==> src/rtl/data_mem_arbiter.sv <==
// data_mem_arbiter: shares the single-port data memory between core and loader with a starvation guard
module data_mem_arbiter #(
  parameter int ADDR_W       = 13,
  parameter int DATA_W       = 16,
  parameter int STARVE_LIMIT = 4
) (
  input  logic              CLK,
  input  logic              reset,
  input  logic              core_req,
  input  logic              core_we,
  input  logic [ADDR_W-1:0] core_addr,
  input  logic [DATA_W-1:0] core_wdata,
  output logic              core_gnt,
  output logic              core_stall,
  output logic              core_rvalid,
  output logic [DATA_W-1:0] core_rdata,
  input  logic              ldr_req,
  input  logic              ldr_we,
  input  logic [ADDR_W-1:0] ldr_addr,
  input  logic [DATA_W-1:0] ldr_wdata,
  output logic              ldr_gnt,
  output logic              ldr_rvalid,
  output logic [DATA_W-1:0] ldr_rdata,
  output logic              mem_en,
  output logic              mem_we,
  output logic [ADDR_W-1:0] mem_addr,
  output logic [DATA_W-1:0] mem_din,
  input  logic [DATA_W-1:0] mem_dout
);
  localparam int CW = STARVE_LIMIT > 1 ? $clog2(STARVE_LIMIT) : 1;
  localparam logic [CW-1:0] SAT = CW'(STARVE_LIMIT - 1);

  typedef enum logic {CORE_PRI, LDR_PRI} state_t;

  state_t            state_q, state_d;
  logic [CW-1:0]     starve_q, starve_d;
  logic              rd_pend_q, rd_pend_d;
  logic              rd_owner_q, rd_owner_d;
  logic [DATA_W-1:0] core_rdata_q, core_rdata_d;
  logic [DATA_W-1:0] ldr_rdata_q, ldr_rdata_d;
  logic              ldr_denied;

  // grant selection and memory port mux; nothing is issued while reset is held
  always_comb begin
    core_gnt = 1'b0;
    ldr_gnt  = 1'b0;
    if (reset) begin
      core_gnt = (state_q == CORE_PRI) ? core_req : core_req & ~ldr_req;
      ldr_gnt  = (state_q == LDR_PRI) ? ldr_req : ldr_req & ~core_req;
    end
    core_stall = reset & core_req & ~core_gnt;
    mem_en     = core_gnt | ldr_gnt;
    mem_we     = core_gnt ? core_we : ldr_gnt & ldr_we;
    mem_addr   = core_gnt ? core_addr : ldr_gnt ? ldr_addr : '0;
    mem_din    = core_gnt ? core_wdata : ldr_gnt ? ldr_wdata : '0;
  end

  // priority state, loader starvation counter and read-return routing
  always_comb begin
    ldr_denied   = ldr_req & ~ldr_gnt;
    starve_d     = ldr_denied ? (starve_q == SAT ? starve_q : starve_q + 1'b1) : '0;
    state_d      = state_q;
    if (state_q == CORE_PRI && ldr_denied && starve_q == SAT) state_d = LDR_PRI;
    if (state_q == LDR_PRI && (ldr_gnt || !ldr_req)) state_d = CORE_PRI;
    rd_pend_d    = mem_en & ~mem_we;
    rd_owner_d   = ldr_gnt;
    core_rvalid  = rd_pend_q & ~rd_owner_q;
    ldr_rvalid   = rd_pend_q & rd_owner_q;
    core_rdata_d = core_rvalid ? mem_dout : core_rdata_q;
    ldr_rdata_d  = ldr_rvalid ? mem_dout : ldr_rdata_q;
    core_rdata   = core_rdata_d;
    ldr_rdata    = ldr_rdata_d;
  end

  // state registers; reset also kills any read issued in the cycle it asserts
  always_ff @(posedge CLK or negedge reset) begin
    if (!reset) begin
      state_q      <= CORE_PRI;
      starve_q     <= '0;
      rd_pend_q    <= 1'b0;
      rd_owner_q   <= 1'b0;
      core_rdata_q <= '0;
      ldr_rdata_q  <= '0;
    end else begin
      state_q      <= state_d;
      starve_q     <= starve_d;
      rd_pend_q    <= rd_pend_d;
      rd_owner_q   <= rd_owner_d;
      core_rdata_q <= core_rdata_d;
      ldr_rdata_q  <= ldr_rdata_d;
    end
  end
endmodule

==> config.mk <==
export PLATFORM = sky130hd
export DESIGN_NAME = data_mem_arbiter
export DESIGN_NICKNAME = d
export VERILOG_FILES = /design/src/rtl/data_mem_arbiter.sv
export SDC_FILE = /design/constraint.sdc
export NUM_CORES = 1
export LEC_CHECK = 0
export CAP_MARGIN = 10
export CORE_UTILIZATION = 33
export CTS_CLUSTER_SIZE = 40
export DETAILED_ROUTE_END_ITERATION = 8
export PLACE_DENSITY = 0.82
export SKIP_LAST_GASP = 1
export SLEW_MARGIN = 30
export SYNTH_ARGS = -nofsm -noshare
export SYNTH_HDL_FRONTEND = slang
export SYNTH_SLANG_ARGS = --single-unit
==> constraint.sdc <==
create_clock -name CLK -period 2.1 [get_ports CLK]
set_clock_uncertainty 0.15 [all_clocks]
set_input_delay 0.42 -clock CLK [delete_from_list [all_inputs] [get_ports CLK]]
set_output_delay 0.42 -clock CLK [all_outputs]
set_load 0.01 [all_outputs]
==> metrics.cfg, run 1 <==
[pwr]
leakage_nw = 1.803
irDropWorstVdd_mv = 0.4234
power.density_nw_per_um2 = 704.8

[logic_synthesis]
synth_cell_types = 21
ys_ff_latch = 37
syn-num-nets = 211
syn-mean-instance-area_sq_um = 13.85
yosys_warnings = 0
yosysSeqAreaShare = 0.5142
synthCells = 130
syn_area_sq_um = 1800

[timing]
max_slew_margin = 0.7136
worst_slew_pin_slew_ns = 0.4296
post-route-min-period_ns = 2.147
fmax_ghz = 0.4657
report.final.slew_viol_count = 0
rsz0062_at_grt = yes
fin_tns_setup_ns = -0.2650
worst_slack_ns = -0.04749
holdWs_ns = 0.1063
period_share = 1.023
finalSetupViolations = 8
final-hold-violation-count = 0

[finish]
layout_common_cells = clkdlybuf4s50_1, buf_2, dfrtp_1
diodes = 0
syn_to_final_growth_pct = 101.7
nNetsFinal = 387
fin_util = 0.7020
drive_gt1_frac = 0.4625
layout_commonest_cell = clkdlybuf4s50_1
fin_area_sq_um = 3631

[run]
max_cap_violations = 0

[routing]
wl_per_cell_microns = 17.32
routed_wl_microns = 6531
viasPerCell = 4.639
num_vias = 1749
drt-initial-drc-count = 83
remaining_drc_errors = 0
ant_nets = 0
firstDrtPassIters = 4

[setup_path]
cp-end-kind = primary output
cp-start-kind = register
cp_max_fo = 6
worstPathArrival_ns = 1.58
cp.required_ns = 1.53
criticalPathCategory = register to primary output

[placed_design]
postPlaceCellArea_sq_um = 3450
io_buffers = 147
gp_congestion = 0.7408
hpwl_microns = 4518

[clocking]
path_clk_slew_ns = 0.07
clock_path_buffers = 2
htreeDepth = 2
clock_sinks = 37
cts_tree = built
root_buffer = clkbuf_8
insertion_delay_ns = 0.30
numCtsBuffers = 5

[grt]
grtUsageTotal = 0.2057
grt_pass1_wl_microns = 8569
gr-total-overflow = 0
grt_pass1_vias = 1726
grt_max_degree = 35
grt_antenna_before_repair = 0

[floorplan]
die-area_sq_um = 5756
pin_count = 148
die_width_microns = 75.87
start_util = 0.3481
rows = 26
die_h_microns = 75.87
core_area_sq_um = 5172

[run_status]
violations = setup timing
status = finished with violations

[min_path]
hp-class = primary input to asynchronous set/reset pin

==> worst paths after layout <==
check,cells past startpoint,slack (ns),end,start
max,5,-0.05,core_rdata[2],rd_owner_q
min,2,0.11,core_rdata_q[13],reset
max reg2reg,5,0.56,core_rdata_q[4],rd_owner_q
min reg2reg,1,0.35,ldr_rdata_q[14],ldr_rdata_q[14]
max in group asynchronous,3,1.12,starve_q[1],reset
min in group CLK,1,0.35,ldr_rdata_q[14],ldr_rdata_q[14]
==> per-layer routing <==
layer	track usage	up-vias	share of wire
li1	-	833	-
met5	0	-	0
met1	0.2612	843	0.40
met3	0.05159	12	0.048
met2	0.3333	61	0.53
met4	0.08642	0	0.017
==> cells in the mapped netlist <==
| cell type | count | area [sq um] |
|---|---|---|
| mux2_2 | 23 | 259.0 |
| buf_12 | 1 | 20.02 |
| o22ai_1 | 1 | 6.260 |
| nand2b_1 | 2 | 12.51 |
| dfrtp_1 | 37 | 925.9 |
| nand2_1 | 2 | 7.510 |
| inv_2 | 2 | 7.510 |
| nor2_1 | 5 | 18.77 |
| nand2_2 | 1 | 6.260 |
| xor2_1 | 1 | 8.760 |
| buf_6 | 4 | 45.04 |
| a22o_1 | 30 | 262.8 |
| buf_4 | 3 | 22.52 |
| ha_1 | 1 | 12.51 |
| mux2_4 | 9 | 135.1 |
| mux2i_1 | 1 | 10.01 |
| inv_1 | 2 | 7.510 |
| nand3_1 | 2 | 10.01 |
| o21a_1 | 1 | 7.510 |
| buf_2 | 1 | 5.000 |
| a21bo_2 | 1 | 10.01 |
==> report_power, final <==
group	switching (mW)	internal [mW]
Clock	0.263	0.386
Sequential	0.0483	0.871
Combinational	0.394	0.597
==> logic make-up after synthesis <==
| family | count (synthesis) | synth area share |
|---|---|---|
| XOR/XNOR | 1 | 0.004865 |
| flip-flops | 37 | 0.5142 |
| AO/OA/AOI/OAI | 33 | 0.1591 |
| buffers and inverters | 13 | 0.05976 |
| AND/OR/NAND/NOR | 12 | 0.03058 |
| multiplexers | 33 | 0.2245 |
| adder cells (fa/ha/maj) | 1 | 0.006948 |
==> critical path, stage by stage, from the launching register on <==
cell,delay [ns]
dfrtp_1,0.41
nand2b_4,0.18
buf_8,0.14
buf_12,0.12
mux2_4,0.30
buf_6,0.12
==> registers in the layout, summed over array words and instances (netlist names) <==
name,cells
state_q,1
rd_pend_q,1
ldr_rdata_q,16
rd_owner_q,1
starve_q,2
core_rdata_q,16
==> area by class of cell <==
class                      count  area [sq um]
clock buffer                   6         82.58
tap                           70         87.58
clock inverter                 2         37.54
sequential                    37         925.9
inverter                       4         22.52
fill                         380          1541
multi-input combinational     80         840.8
timing repair buffer         178          1634
==> metrics by stage <==
stage          worst slack (ns)  cells  total power [mW]
6_report               -0.04749    377             2.559
3_3_place_gp            -0.5587    353             1.925
4_1_cts                 -0.1072    371             2.454
2_1_floorplan            0.4208    130             1.322
3_5_place_dp            -0.5672    353             1.945
5_1_grt                -0.09906    377             2.687
==> what timing repair did <==
item,CTS,global route
buffers inserted,8,3
hold endpoints to repair,3,0
gates resized for setup,241,49
pin swaps,0,1
endpoints found under the setup margin,67,43
gates cloned,1,3
hold buffers,1,0
Power figures use the tool's default switching activity.
==> inputs of run 2 (changes only) <==
--- a/config.mk
+++ b/config.mk
@@ -7,9 +7,11 @@
 export LEC_CHECK = 0
 export CAP_MARGIN = 10
 export CORE_UTILIZATION = 33
+export CTS_CLUSTER_DIAMETER = 100
 export CTS_CLUSTER_SIZE = 40
 export DETAILED_ROUTE_END_ITERATION = 8
 export PLACE_DENSITY = 0.82
+export REMOVE_ABC_BUFFERS = 1
 export SKIP_LAST_GASP = 1
 export SLEW_MARGIN = 30
 export SYNTH_ARGS = -nofsm -noshare
==> metrics.cfg, run 2 (same netlist as run 1, synthesis figures left out) <==
[setup_path]
cp-start-kind = register
cp.required_ns = 1.53  ; about the same
worstPathCellList = nand2b_4 > nand3_4 > inv_4 > buf_6 > buf_16 > a22o_1 > buf_2
slowest_stage = dfrtp_1
cp_max_fo = 7  ; +1
crit_family = buffers and inverters
criticalPathCategory = register to primary output
slowest_delay_ns = 0.42  ; about the same
cp-end-kind = primary output
timing.critical_path.buf_inv = 4  ; +1
worstPathArrival_ns = 1.59  ; about the same

[finish]
fin_cells = 382  ; +1.3%
drive_gt1_frac = 0.4791  ; +0.01656
layout_common_cells = clkdlybuf4s50_1, buf_2, dfrtp_1
layout_commonest_cell = clkdlybuf4s50_1
largest_registers = core_rdata_q: 16 flops, ldr_rdata_q: 16 flops, starve_q: 2 flops
syn_to_final_growth_pct = 103.9
nNetsFinal = 391  ; +1.0%

[clocking]
insertion_delay_ns = 0.28  ; -0.02 ns
cts_hold_buf = 0  ; -1
clock_sinks = 37  ; unchanged
cts_tree = built
clock_path_buffers = 2  ; unchanged
htreeDepth = 2  ; unchanged
path_clk_slew_ns = 0.07  ; about the same
numCtsBuffers = 5  ; unchanged
root_buffer = clkbuf_8

[routing]
ant_nets = 0  ; unchanged
routed_wl_microns = 6680  ; +2.3%
firstDrtPassIters = 4  ; unchanged
num_vias = 1788  ; +2.2%
viasPerCell = 4.681  ; +0.89%
remaining_drc_errors = 0  ; unchanged
wl_per_cell_microns = 17.49  ; +0.94%
drt-initial-drc-count = 67  ; -19%

[timing]
worst_slack_ns = -0.06054  ; -0.01304 ns
report.final.slew_viol_count = 0  ; unchanged
finalSetupViolations = 40  ; +32
period_share = 1.029  ; +0.006212
post-route-min-period_ns = 2.161  ; +0.01304 ns
final-hold-violation-count = 0  ; unchanged
rsz0062_at_grt = yes
worst_slew_pin_slew_ns = 0.4557  ; +0.02609 ns
fin_tns_setup_ns = -1.235  ; -0.9703 ns
max_slew_margin = 0.6962  ; -0.01739
fmax_ghz = 0.4628  ; -0.60%

[pwr]
p_total_mw = 2.552  ; -0.28%
leakage_nw = 1.820  ; +0.94%
power.density_nw_per_um2 = 695.2  ; -1.4%
irDropWorstVdd_mv = 0.5661  ; +34%

[grt]
grt_max_degree = 39  ; +11%
grtUsageTotal = 0.2159  ; +0.01023
grt_antenna_before_repair = 1  ; +1
grt_pass1_wl_microns = 9004  ; +5.1%
gr-total-overflow = 0  ; unchanged
grt_pass1_vias = 1745  ; +1.1%

[placed_design]
gp_congestion = 0.6881  ; -7.1%
dp.cells = 357  ; +1.1%
preCtsSetupSlack_ns = -0.6335  ; -0.06639 ns
io_buffers = 147  ; unchanged
hpwl_microns = 4498  ; -0.44%

[min_path]
hp-class = primary input to asynchronous set/reset pin

[floorplan]
die_width_microns = 75.87  ; unchanged
die_h_microns = 75.87  ; unchanged
start_util = 0.3481  ; unchanged
pin_count = 148  ; unchanged
core_area_sq_um = 5172  ; unchanged
rows = 26  ; unchanged
die-area_sq_um = 5756  ; unchanged

[run_status]
status = finished with violations
violations = setup timing

[run]
max_cap_violations = 0  ; unchanged

==> run 2: cell count changes in the layout (fill, tap and decap cells not counted), sizes merged <==
cell	previous run	this run
diode	0	1
clkbuf	16	13
dlygate4sd2	4	3
buf	82	94
clkinvlp	1	0
dlygate4sd3	1	0
clkdlybuf4s15	3	1
==> run 2: cell type report <==
cell class	count	area [sq um]
multi-input cells	80	847.1
well taps	70	87.58
clock buffers	7	86.33
fillers	378	1501
diodes	1	2.502
clock inverters	1	30.03
inverters	4	22.52
repair buffers	182	1669
flip-flops and latches	37	925.9
==> run 2: worst min-delay path, delay by kind of cell <==
kind | cells | cell delay (ns)
buffers and inverters | 3 | 0.69
==> run 2: worst paths after layout <==
check | to | startpoint | cells after the start | slack (ns)
max | mem_din[14] | state_q | 7 | -0.06
min | rd_owner_q | reset | 3 | 0.24
max reg2reg | core_rdata_q[14] | rd_owner_q | 5 | 0.55
min reg2reg | core_rdata_q[13] | core_rdata_q[13] | 1 | 0.34
max in group asynchronous | core_rdata_q[15] | reset | 3 | 1.22
min in group CLK | core_rdata_q[13] | core_rdata_q[13] | 1 | 0.34
==> run 2: layer usage <==
| layer | GRT usage | vias to the layer above | wire (microns) |
|---|---|---|---|
| met2 | 0.3392 | 60 | 3374 |
| met3 | 0.04894 | 7 | 368 |
| met1 | 0.2947 | 875 | 2859 |
| met5 | 0 | - | 0 |
| met4 | 0.06996 | 0 | 78 |
| li1 | - | 846 | - |
==> run 2: report_power, final <==
part / switching (mW) / internal, mW
Combinational: 0.395 / 0.619
Sequential: 0.0464 / 0.872
Clock: 0.233 / 0.387
==> run 2: through the flow <==
stage	utilization	instance area, sq um	hold slack (ns)
after CTS	0.7027	3635	0.2339
after detailed placement	0.6703	3467	0.3288
after global routing	0.7092	3669	0.2818
final	0.7097	3671	0.2412
after global placement	0.6703	3467	0.3248
after floorplan	-	1708	-0.02559
==> run 2: timing repair <==
action	in CTS	in global routing
setup endpoints to repair	67	58
setup buffers	10	4
pin swaps	3	6
gates resized for setup	252	55
cloned	5	1
==> inputs of run 3 (changes only) <==
--- a/config.mk
+++ b/config.mk
@@ -6,6 +6,7 @@
 export NUM_CORES = 1
 export LEC_CHECK = 0
 export CAP_MARGIN = 10
+export CORE_ASPECT_RATIO = 2
 export CORE_UTILIZATION = 33
 export CTS_CLUSTER_DIAMETER = 100
 export CTS_CLUSTER_SIZE = 40
==> metrics.cfg, run 3 (same netlist as run 1, synthesis figures left out) <==
[routing]
wl_per_cell_microns = 18.19  ; +4.0%
routed_wl_microns = 6566  ; -1.7%
viasPerCell = 5.047  ; +7.8%
drt-initial-drc-count = 20  ; -70%
ant_nets = 0  ; unchanged
remaining_drc_errors = 0  ; unchanged
firstDrtPassIters = 4  ; unchanged
num_vias = 1822  ; +1.9%

[finish]
fin_area_sq_um = 3480  ; -5.2%
largest_registers = core_rdata_q: 16 flops, ldr_rdata_q: 16 flops, starve_q: 2 flops
final-seq-area_sq_um = 925.9  ; unchanged
drive_gt1_frac = 0.4686  ; -0.01045
nNetsFinal = 383  ; -2.0%
layout_common_cells = clkdlybuf4s50_1, buf_2, dfrtp_1
syn_to_final_growth_pct = 93.26
layout_commonest_cell = clkdlybuf4s50_1
diodes = 0  ; -1
fillers = 411  ; +8.7%
fin_cells = 361  ; -5.5%
multi_input_area_sq_um = 817.0  ; -3.5%

[placed_design]
preCtsSetupSlack_ns = -0.5798  ; +0.05369 ns
dp.cells = 343  ; -3.9%
hpwl_microns = 4852  ; +7.9%
gp_congestion = 0.9035  ; +31%
io_buffers = 147  ; unchanged
postPlaceCellArea_sq_um = 3400  ; -1.9%

[setup_path]
r2r_slack_ns = 0.71  ; +0.16 ns
cp.required_ns = 1.53  ; about the same
cp_max_fo = 5  ; -2
crit_path_start = rd_pend_q
worstPathArrival_ns = 1.56  ; -0.03 ns
cp-end-kind = primary output
cp-start-kind = register
r2r-start = rd_pend_q
r2r_cells = 4  ; -1
criticalPathCategory = register to primary output

[clocking]
root_buffer = clkbuf_8
cts_tree = built
cts_hold_buf = 0  ; unchanged
clock_sinks = 37  ; unchanged
insertion_delay_ns = 0.28  ; about the same
clock_path_buffers = 2  ; unchanged
path_clk_slew_ns = 0.07  ; about the same
numCtsBuffers = 5  ; unchanged
htreeDepth = 2  ; unchanged

[grt]
grt_pass1_wl_microns = 9342  ; +3.8%
grtUsageTotal = 0.2286  ; +0.01261
gr-total-overflow = 0  ; unchanged
grt_pass1_vias = 1970  ; +13%
grt_antenna_before_repair = 0  ; -1
grt_max_degree = 39  ; unchanged

[timing]
worst_slew_pin_slew_ns = 0.4798  ; +0.02417 ns
worst_slack_ns = -0.03030  ; +0.03024 ns
max_slew_margin = 0.6801  ; -0.01611
fin_tns_setup_ns = -0.1736  ; +1.062 ns
finalSetupViolations = 11  ; -73%
period_share = 1.014  ; -0.01440
final-hold-violation-count = 0  ; unchanged
report.final.slew_viol_count = 0  ; unchanged
rsz0062_at_grt = yes
post-route-min-period_ns = 2.130  ; -0.03024 ns
fmax_ghz = 0.4694  ; +1.4%

[pwr]
pwr-share-seq = 0.362  ; +0.002
clock_power_share = 0.286  ; +0.043
leakage_nw = 1.707  ; -6.2%
p_sw_frac = 0.2711  ; +0.006897
p_total_mw = 2.530  ; -0.87%
net-switching-power_uw = 685.7  ; +1.7%
power.density_nw_per_um2 = 727.1  ; +4.6%
combPwrFrac = 0.352  ; -0.045
p_int_mw = 1.844  ; -1.8%
irDropWorstVdd_mv = 0.4965  ; -12%

[run_status]
status = finished with violations
violations = setup timing

[floorplan]
die_width_microns = 54.23  ; -29%
die_h_microns = 106.5  ; +40%
pin_count = 148  ; unchanged
core_area_sq_um = 5185  ; +0.24%
start_util = 0.3472  ; -0.0008400
rows = 37  ; +42%
die-area_sq_um = 5773  ; +0.31%

[min_path]
hp-class = primary input to asynchronous set/reset pin

[run]
max_cap_violations = 0  ; unchanged

==> run 3: cell count changes in the layout (fill, tap and decap cells not counted), moves of 2 or more <==
cell / previous run / this run
buf_8: 3 / 0
inv_8: 0 / 2
mux2_4: 19 / 11
mux2_2: 13 / 21
clkbuf_16: 1 / 3
buf_4: 21 / 12
buf_2: 48 / 39
buf_16: 5 / 1
clkbuf_2: 5 / 23
==> run 3: worst paths after layout <==
path / to
max in group asynchronous: ldr_rdata_q[9]
setup / recovery: ldr_rdata[15]
setup reg to reg: ldr_rdata_q[15]
hold / removal: ldr_rdata_q[4]
hold reg to reg: core_rdata_q[13]
min in group CLK: core_rdata_q[13]
==> run 3: timing repair <==
| action | CTS | global route |
|---|---|---|
| buffers inserted | 2 | 3 |
| gates resized for setup | 206 | 66 |
| endpoints found under the setup margin | 67 | 59 |
| pin swaps | 2 | 9 |
| gates cloned | 1 | 4 |
==> run 3: critical path, stage by stage, from the launching register on <==
cell     delay, ns
dfrtp_1       0.42
nand2_2       0.14
buf_6         0.13
buf_4         0.10
mux2_2        0.33
buf_2         0.16
==> run 3: layout make-up <==
cell class                 instances  area share
tap                               58     0.02086
multi-input combinational         80      0.2348
sequential                        37      0.2661
clock buffer                       5     0.01978
clock inverter                     3     0.01870
inverter                           4    0.008630
timing repair buffer             174      0.4311
==> run 3: metal layers <==
layer	track usage	routed length, microns	share of wire
met2	0.4329	3876	0.59
met5	0	0	0
met1	0.2089	2011	0.31
met4	0.07326	187	0.028
met3	0.07439	491	0.075
==> run 3: power by group through the flow <==
stage,Combinational (mW),Sequential (mW),Clock (mW)
3_5_place_dp,1.03,0.926,0
4_1_cts,0.928,0.917,0.732
3_3_place_gp,1.02,0.917,0
5_1_grt,0.956,0.935,0.759
6_report,0.891,0.916,0.722
2_1_floorplan,0.393,0.911,0
==> run 3: through the flow <==
step | hold WS (ns) | util
2_1_floorplan | -0.02559 | -
3_3_place_gp | 0.3245 | 0.6556
3_5_place_dp | 0.3301 | 0.6556
4_1_cts | 0.1161 | 0.6701
5_1_grt | 0.1721 | 0.6711
6_report | 0.1320 | 0.6711
